===== src/rtl/decode_dispatch.sv =====
// Decode/dispatch stage: instruction queue feeding the reservation stations and load/store buffer.
// Resolves operands from the register file, ROB and CDB, and issues one registered dispatch per cycle.
`ifndef DECODE_DISPATCH_OPS
`define DECODE_DISPATCH_OPS
`define OP_NONE  6'd0
`define OP_LUI   6'd1
`define OP_AUIPC 6'd2
`define OP_JAL   6'd3
`define OP_JALR  6'd4
`define OP_BEQ   6'd5
`define OP_BNE   6'd6
`define OP_BLT   6'd7
`define OP_BGE   6'd8
`define OP_BLTU  6'd9
`define OP_BGEU  6'd10
`define OP_LB    6'd11
`define OP_LH    6'd12
`define OP_LW    6'd13
`define OP_LBU   6'd14
`define OP_LHU   6'd15
`define OP_SB    6'd16
`define OP_SH    6'd17
`define OP_SW    6'd18
`define OP_ADDI  6'd19
`define OP_SLTI  6'd20
`define OP_SLTIU 6'd21
`define OP_XORI  6'd22
`define OP_ORI   6'd23
`define OP_ANDI  6'd24
`define OP_SLLI  6'd25
`define OP_SRLI  6'd26
`define OP_SRAI  6'd27
`define OP_ADD   6'd28
`define OP_SUB   6'd29
`define OP_SLL   6'd30
`define OP_SLT   6'd31
`define OP_SLTU  6'd32
`define OP_XOR   6'd33
`define OP_SRL   6'd34
`define OP_SRA   6'd35
`define OP_OR    6'd36
`define OP_AND   6'd37
`endif

module decode_dispatch #(
  parameter int IQ_DEPTH  = 8,
  parameter int ROB_TAG_W = 4,
  parameter int OP_W      = 6
) (
  input  logic                 clk,
  input  logic                 rst,
  input  logic                 rdy,
  input  logic                 in_clear,
  input  logic                 in_fetch_valid,
  input  logic [31:0]          in_fetch_instr,
  input  logic [31:0]          in_fetch_pc,
  output logic                 out_iq_full,
  output logic [4:0]           out_reg_tag1,
  output logic [4:0]           out_reg_tag2,
  input  logic [31:0]          in_reg_value1,
  input  logic [31:0]          in_reg_value2,
  input  logic [ROB_TAG_W-1:0] in_reg_robtag1,
  input  logic [ROB_TAG_W-1:0] in_reg_robtag2,
  input  logic                 in_reg_busy1,
  input  logic                 in_reg_busy2,
  output logic [ROB_TAG_W-1:0] out_rob_fetch_tag1,
  output logic [ROB_TAG_W-1:0] out_rob_fetch_tag2,
  input  logic [31:0]          in_rob_fetch_value1,
  input  logic [31:0]          in_rob_fetch_value2,
  input  logic                 in_rob_fetch_ready1,
  input  logic                 in_rob_fetch_ready2,
  input  logic                 in_cdb_valid,
  input  logic [ROB_TAG_W-1:0] in_cdb_tag,
  input  logic [31:0]          in_cdb_value,
  input  logic [ROB_TAG_W-1:0] in_rob_freetag,
  input  logic                 in_rob_full,
  input  logic                 in_rs_full,
  input  logic                 in_lsb_full,
  output logic                 out_valid,
  output logic                 out_to_lsb,
  output logic [OP_W-1:0]      out_op,
  output logic [ROB_TAG_W-1:0] out_rob_tag,
  output logic [4:0]           out_rd,
  output logic [31:0]          out_imm,
  output logic [31:0]          out_pc,
  output logic [31:0]          out_value1,
  output logic [31:0]          out_value2,
  output logic [ROB_TAG_W-1:0] out_tag1,
  output logic [ROB_TAG_W-1:0] out_tag2
);

  localparam int PTR_W  = (IQ_DEPTH > 2) ? $clog2(IQ_DEPTH) : 1;
  localparam int OPND_W = 32 + ROB_TAG_W;
  localparam logic [PTR_W:0] CNT_FULL = (PTR_W+1)'(IQ_DEPTH);

  logic [31:0]    iq_instr [IQ_DEPTH];
  logic [31:0]    iq_pc    [IQ_DEPTH];
  logic [PTR_W-1:0] head, tail;
  logic [PTR_W:0]   count;

  logic [31:0] h;
  logic [6:0]  opcode, funct7;
  logic [2:0]  funct3;
  logic [31:0] imm_i, imm_s, imm_b, imm_u, imm_j, imm_sh;
  logic [5:0]  dec_op;
  logic [31:0] dec_imm;
  logic        dec_mem, use1, use2, writes_rd;
  logic [OPND_W-1:0] opnd1, opnd2;
  logic        has_head, is_illegal, target_full, dispatch, pop, push;

  assign h      = iq_instr[head];
  assign opcode = h[6:0];
  assign funct3 = h[14:12];
  assign funct7 = h[31:25];

  assign out_reg_tag1       = h[19:15];
  assign out_reg_tag2       = h[24:20];
  assign out_rob_fetch_tag1 = in_reg_robtag1;
  assign out_rob_fetch_tag2 = in_reg_robtag2;
  assign out_iq_full        = (count == CNT_FULL);

  assign imm_i  = {{20{h[31]}}, h[31:20]};
  assign imm_s  = {{20{h[31]}}, h[31:25], h[11:7]};
  assign imm_b  = {{19{h[31]}}, h[31], h[7], h[30:25], h[11:8], 1'b0};
  assign imm_u  = {h[31:12], 12'b0};
  assign imm_j  = {{11{h[31]}}, h[31], h[19:12], h[20], h[30:21], 1'b0};
  assign imm_sh = {26'b0, h[25:20]};

  // Any opcode/funct combination not mapped to an op leaves dec_op at OP_NONE (illegal).
  always_comb begin
    dec_op = `OP_NONE; dec_imm = '0; dec_mem = 1'b0;
    use1 = 1'b0; use2 = 1'b0; writes_rd = 1'b1;
    case (opcode)
      7'b0110111: begin dec_op = `OP_LUI;   dec_imm = imm_u; end
      7'b0010111: begin dec_op = `OP_AUIPC; dec_imm = imm_u; end
      7'b1101111: begin dec_op = `OP_JAL;   dec_imm = imm_j; end
      7'b1100111: begin
        if (funct3 == 3'b000) dec_op = `OP_JALR;
        dec_imm = imm_i; use1 = 1'b1;
      end
      7'b1100011: begin
        case (funct3)
          3'b000:  dec_op = `OP_BEQ;
          3'b001:  dec_op = `OP_BNE;
          3'b100:  dec_op = `OP_BLT;
          3'b101:  dec_op = `OP_BGE;
          3'b110:  dec_op = `OP_BLTU;
          3'b111:  dec_op = `OP_BGEU;
          default: dec_op = `OP_NONE;
        endcase
        dec_imm = imm_b; use1 = 1'b1; use2 = 1'b1; writes_rd = 1'b0;
      end
      7'b0000011: begin
        case (funct3)
          3'b000:  dec_op = `OP_LB;
          3'b001:  dec_op = `OP_LH;
          3'b010:  dec_op = `OP_LW;
          3'b100:  dec_op = `OP_LBU;
          3'b101:  dec_op = `OP_LHU;
          default: dec_op = `OP_NONE;
        endcase
        dec_imm = imm_i; dec_mem = 1'b1; use1 = 1'b1;
      end
      7'b0100011: begin
        case (funct3)
          3'b000:  dec_op = `OP_SB;
          3'b001:  dec_op = `OP_SH;
          3'b010:  dec_op = `OP_SW;
          default: dec_op = `OP_NONE;
        endcase
        dec_imm = imm_s; dec_mem = 1'b1; use1 = 1'b1; use2 = 1'b1; writes_rd = 1'b0;
      end
      7'b0010011: begin
        dec_imm = imm_i; use1 = 1'b1;
        case (funct3)
          3'b000:  dec_op = `OP_ADDI;
          3'b010:  dec_op = `OP_SLTI;
          3'b011:  dec_op = `OP_SLTIU;
          3'b100:  dec_op = `OP_XORI;
          3'b110:  dec_op = `OP_ORI;
          3'b111:  dec_op = `OP_ANDI;
          3'b001: begin
            dec_imm = imm_sh;
            if (funct7 == 7'b0000000) dec_op = `OP_SLLI;
          end
          default: begin
            dec_imm = imm_sh;
            if (funct7 == 7'b0000000)      dec_op = `OP_SRLI;
            else if (funct7 == 7'b0100000) dec_op = `OP_SRAI;
          end
        endcase
      end
      7'b0110011: begin
        use1 = 1'b1; use2 = 1'b1;
        if (funct7 == 7'b0000000) begin
          case (funct3)
            3'b000:  dec_op = `OP_ADD;
            3'b001:  dec_op = `OP_SLL;
            3'b010:  dec_op = `OP_SLT;
            3'b011:  dec_op = `OP_SLTU;
            3'b100:  dec_op = `OP_XOR;
            3'b101:  dec_op = `OP_SRL;
            3'b110:  dec_op = `OP_OR;
            default: dec_op = `OP_AND;
          endcase
        end else if (funct7 == 7'b0100000) begin
          case (funct3)
            3'b000:  dec_op = `OP_SUB;
            3'b101:  dec_op = `OP_SRA;
            default: dec_op = `OP_NONE;
          endcase
        end
      end
      default: dec_op = `OP_NONE;
    endcase
  end

  function automatic logic [OPND_W-1:0] resolve(
    input logic [4:0]           rs,
    input logic                 busy,
    input logic [31:0]          reg_val,
    input logic [ROB_TAG_W-1:0] robtag,
    input logic                 rob_ready,
    input logic [31:0]          rob_val,
    input logic                 cdb_valid,
    input logic [ROB_TAG_W-1:0] cdb_tag,
    input logic [31:0]          cdb_val
  );
    if (rs == 5'd0) return '0;
    if (!busy) return {reg_val, {ROB_TAG_W{1'b0}}};
    if (rob_ready) return {rob_val, {ROB_TAG_W{1'b0}}};
    if (cdb_valid && cdb_tag == robtag) return {cdb_val, {ROB_TAG_W{1'b0}}};
    return {32'd0, robtag};
  endfunction

  assign opnd1 = use1 ? resolve(h[19:15], in_reg_busy1, in_reg_value1, in_reg_robtag1,
                                in_rob_fetch_ready1, in_rob_fetch_value1,
                                in_cdb_valid, in_cdb_tag, in_cdb_value) : '0;
  assign opnd2 = use2 ? resolve(h[24:20], in_reg_busy2, in_reg_value2, in_reg_robtag2,
                                in_rob_fetch_ready2, in_rob_fetch_value2,
                                in_cdb_valid, in_cdb_tag, in_cdb_value) : '0;

  // Illegal heads drain regardless of back-end pressure so they cannot block the queue.
  assign has_head    = (count != '0);
  assign is_illegal  = (dec_op == `OP_NONE);
  assign target_full = dec_mem ? in_lsb_full : in_rs_full;
  assign dispatch    = has_head && !is_illegal && !in_rob_full && !target_full;
  assign pop         = dispatch || (has_head && is_illegal);
  assign push        = in_fetch_valid && !out_iq_full;

  always_ff @(posedge clk) begin
    if (!rst && rdy && !in_clear && push) begin
      iq_instr[tail] <= in_fetch_instr;
      iq_pc[tail]    <= in_fetch_pc;
    end
  end

  always_ff @(posedge clk) begin
    if (rst) begin
      head <= '0; tail <= '0; count <= '0;
      out_valid <= 1'b0; out_to_lsb <= 1'b0; out_op <= '0; out_rob_tag <= '0;
      out_rd <= '0; out_imm <= '0; out_pc <= '0;
      out_value1 <= '0; out_value2 <= '0; out_tag1 <= '0; out_tag2 <= '0;
    end else if (rdy) begin
      if (in_clear) begin
        head <= tail; count <= '0; out_valid <= 1'b0;
      end else begin
        if (push) tail <= tail + 1'b1;
        if (pop)  head <= head + 1'b1;
        case ({push, pop})
          2'b10:   count <= count + 1'b1;
          2'b01:   count <= count - 1'b1;
          default: count <= count;
        endcase
        out_valid <= dispatch;
        if (dispatch) begin
          out_to_lsb  <= dec_mem;
          out_op      <= OP_W'(dec_op);
          out_rob_tag <= in_rob_freetag;
          out_rd      <= writes_rd ? h[11:7] : 5'd0;
          out_imm     <= dec_imm;
          out_pc      <= iq_pc[head];
          {out_value1, out_tag1} <= opnd1;
          {out_value2, out_tag2} <= opnd2;
        end
      end
    end
  end

endmodule


===== config.mk =====
export PLATFORM = sky130hd
export DESIGN_NAME = decode_dispatch
export DESIGN_NICKNAME = d
export VERILOG_FILES = /design/src/rtl/decode_dispatch.sv
export SDC_FILE = /design/constraint.sdc
export NUM_CORES = 1
export LEC_CHECK = 0
export ABC_AREA = 1
export ABC_CLOCK_PERIOD_IN_PS = 7270
export CORE_ASPECT_RATIO = 0.7
export CORE_UTILIZATION = 54
export CTS_CLUSTER_DIAMETER = 120
export DETAILED_ROUTE_END_ITERATION = 10
export PLACE_DENSITY = 0.8
export SYNTH_ARGS = -nofsm -noshare
export SYNTH_HDL_FRONTEND = slang
export SYNTH_SLANG_ARGS = --single-unit

===== constraint.sdc =====
create_clock -name clk -period 7.27 [get_ports clk]
set_clock_uncertainty 0.1 [all_clocks]
set_input_delay 0.727 -clock clk [delete_from_list [all_inputs] [get_ports clk]]
set_output_delay 0.727 -clock clk [all_outputs]
set_load 0.005 [all_outputs]

==> run_results.csv <==
group,metric,value,unit
hold_path,hp-start,"out_tag2[1]$_SDFFE_PP0P_",
drt,via_per_inst,5.96,
setup_path,worstPathRequired,7.65,ns
setup_path,end_kind,"register",
clocking,cts_hold_buffers,0,
clocking,cts_tree,"yes",
clocking,post-cts-setup-buffers,0,
global_route,grt_pass1_vias,21300,
pwr,p_comb_frac,0.107,
setup_path,r2r_cells,17,
layout,nets,3306,
yosys,ys_seq_area_frac,0.657,
clocking,worstSkewPairLatency,0.64,ns
pwr,clockPowerShare,0.406,
clocking,cts-htree-levels,2,
die,die-area,53700,um^2
yosys,synth-seq-cells,678,
setup_path,crit_family,"simple AND/OR/NAND/NOR gates",
drt,drtAntennaViolNets,0,
clocking,cts.sinks,678,
yosys,synth_fp_nets,2972,
placed_design,numPortBuffers,424,
sta,rsz0062_at_grt,"no",
drt,drt-total-wl,87.2,mm
setup_path,path_max_fanout,65,
clocking,cts_buffers,60,
drt,drcViolationCount,0,
global_route,grt_max_degree,116,
yosys,synth_cells,2714,
pwr,powerDensity,245,nW/um^2
setup_path,crit_slowest_cell,"dfxtp_4",
drt,detailedRoute.firstPassIterationCount,6,
layout,area_growth,23.9,%
global_route,grt_pass1_wl,129,mm
sta,hold_violations,0,
pwr,switching_share,0.242,
yosys,synth_cell_types,47,
sta,setup_tns,0,ns
job,maxCapViolCount,0,
setup_path,crit_type,"reg -> reg",
sta,finalCriticalPeriod,5.34,ns
pwr,power_leakage,12.5,nW
setup_path,max_stage_delay,0.79,ns
pwr,report.power.total,8.63,mW
yosys,syn_avg_cell_area,10.5,um^2
die,rows,69,
hold_path,hold_class,"reg -> reg",
yosys,synth_area,28500,um^2
hold_path,min_path_cells,2,
sta,final_max_slew_viol_count,0,
placed_design,placed_area,33100,um^2
outcome,status,"finished clean",
setup_path,reg2reg_slack,1.93,ns
yosys,synthArstFlopShare,0,
setup_path,cp_cell_sequence,"buf_4 -> nand3_1 -> nand3_1 -> nand3_1 -> nand2_1 -> nand3_2 -> nor3_4 -> nor2_1 -> nand2_1 -> nand3b_1 -> nor3_2 -> nand2_2 -> buf_4 -> inv_6 -> buf_4 -> nor2_1 -> a311oi_1",
yosys,yosysWarnings,0,
drt,vias,22500,
placed_design,dp_hpwl,55.7,mm
sta,finalCritPeriodShare,0.734,
setup_path,timing.rr.end,"out_imm[23]$_SDFFE_PP0P_",
sta,finalSetupViolations,0,
sta,tightest_slew,1.34,ns
die,core_region_area,51400,um^2
clocking,clk_path_buf_depth,3,
clocking,clkTransAtPathRegs,0.07,ns
pwr,p_seq_frac,0.488,
drt,drt-initial-drc-count,2941,
pwr,switchingPower,2.09,mW
hold_path,hold-path-endpoint,"out_tag2[1]$_SDFFE_PP0P_",
die,io_pins,425,
setup_path,arrival,5.71,ns
layout,fin_area,35300,um^2
layout,layout-drive-gt1-share,0.0584,
placed_design,place.gp.congestion,1.02,
clocking,cts_root_buffer,"clkbuf_16",
die,die_h,194,um
drt,avgRoutedWirePerCell,23.1,um
die,start_util,0.554,
global_route,gr-total-overflow,0,
setup_path,path_buf_inv,4,
sta,slew_headroom,0.0998,
die,die_x,276,um
global_route,antenna_found_initial,8,
yosys,synth-edff-count,512,
clocking,cts_resized,0,
yosys,ys.flop_type,"edfxtp_1",
setup_path,start_kind,"register",
pwr,ir_worst_vdd,0.208,mV
pwr,p_int,6.54,mW
sta,max_freq,187,MHz
global_route,track_usage,0.315,
==> sequential cells by signal (all words and copies together) (netlist names), named ones only <==
register,flops
head,3
iq_pc,256
out_pc,32
count,4
out_rd,5
out_tag2,4
out_imm,32
out_op,6
out_tag1,4
out_value2,32
tail,3
out_valid,1
out_rob_tag,4
iq_instr,256
out_to_lsb,1
out_value1,32
==> cell families (layout without fill, tap and decap cells) <==
family          after synthesis  after routing  synth area share
compound gates              665            665             0.135
xor+xnor                      4              4           0.00123
fa+ha+maj                     5              5           0.00246
buf+inv                     342            726            0.0506
flops                       678            678             0.657
mux                          32             32            0.0113
other cells                   0              2                 0
simple gates                988            988             0.142
==> final cells by class <==
class                   instances  area, um^2
flip-flops and latches        678       18700
fillers                      3706       16100
multi-input cells            1694        8390
clock buffers                  71        1590
clock inverters                41         601
well taps                     674         843
inverters                     150         571
repair buffers                464        4560
diodes                          2        5.00
==> layer usage <==
| layer | track usage | vias up | part of all wire |
|---|---|---|---|
| met4 | 0.0832 | 8 | 0.022 |
| met3 | 0.0623 | 150 | 0.10 |
| met1 | 0.459 | 10900 | 0.42 |
| li1 | - | 10300 | - |
| met5 | 0 | - | 0.00057 |
| met2 | 0.484 | 1192 | 0.46 |
==> cells in the final DEF, fill, tap and decap left out, drive strengths merged, types with 2 or more instances in the layout <==
cell type / netlist / layout
inv: 149 / 151
a211oi: 42 / 42
a311oi: 13 / 13
mux2i: 32 / 32
clkinvlp: 0 / 9
o211ai: 20 / 20
o21ai: 232 / 232
nand3: 200 / 200
dfxtp: 166 / 166
a21oi: 251 / 251
nor3: 8 / 8
diode: 0 / 2
a22oi: 5 / 5
edfxtp: 512 / 512
nand2: 455 / 455
o22ai: 28 / 28
nand4: 5 / 5
o211a: 2 / 2
a32oi: 32 / 32
nor2: 314 / 314
ha: 4 / 4
a31oi: 3 / 3
bufinv: 0 / 13
nor4: 2 / 2
clkbuf: 115 / 71
buf: 77 / 41
xor2: 4 / 4
clkinv: 1 / 18
o221ai: 32 / 32
o31ai: 2 / 2
clkdlybuf4s50: 0 / 423
==> worst register-to-register path: stages, from the launching register on <==
cell and delay [ns]:
dfxtp_4 0.79, buf_4 0.70, nand3_1 0.20, nand3_1 0.14, nand3_1 0.09, nand2_1 0.17, nand3_2 0.21, nor3_4 0.40
nor2_1 0.12, nand2_1 0.09, nand3b_1 0.23, nor3_2 0.31, nand2_2 0.09, buf_4 0.27, inv_6 0.33, buf_4 0.58
nor2_1 0.10, a311oi_1 0.27
==> worst max-delay path by stage <==
stage / cells after the start / slack (ns) / to
finish: 17 / 1.93 / out_imm[23]$_SDFFE_PP0P_
global route: 17 / 1.61 / out_op[4]$_SDFFE_PP0P_
CTS: 17 / 2.05 / out_imm[23]$_SDFFE_PP0P_
detailed placement: 17 / 2.17 / out_imm[15]$_SDFFE_PP0P_
global placement: 17 / 2.45 / out_op[4]$_SDFFE_PP0P_
floorplan: 8 / 0.78 / iq_instr[4][0]$_DFFE_PP_
==> power by group through the flow <==
stage                     sequential [mW]  combinational, mW  clock [mW]
after floorplan                      4.27              0.506           0
after global placement               4.29              0.872           0
after detailed placement             4.29              0.889           0
after CTS                            4.21              0.898        3.52
after global routing                 4.21              0.988        3.67
final                                4.21              0.919        3.50
==> synth_stat cells (all sizes together) (2+ instances only) <==
master  count  area share
a211oi     42       0.011
a21oi     251       0.044
a22oi       5      0.0013
a311oi     13      0.0040
a31oi       3     0.00066
a32oi      32      0.0098
buf        77       0.016
clkbuf    115       0.015
dfxtp     166        0.12
edfxtp    512        0.54
ha          4      0.0018
inv       149       0.020
mux2i      32       0.011
nand2     455       0.061
nand3     200       0.035
nand4       5      0.0011
nor2      314       0.042
nor3        8      0.0020
nor4        2     0.00044
o211a       2     0.00070
o211ai     20      0.0053
o21ai     232       0.041
o221ai     32      0.0098
o22ai      28      0.0062
o31ai       2     0.00053
xor2        4      0.0012
==> through the flow <==
stage	utilization	hold slack (ns)	setup slack, ns	std cells
finish	0.687	0.367	1.93	3774
global route	0.687	0.382	1.61	3773
CTS	0.687	0.366	2.05	3772
detailed placement	0.644	0.356	2.17	3660
global placement	0.644	0.354	2.45	3660
floorplan	-	0.354	0.777	2714
No activity file was read; power rests on OpenSTA's default activity.
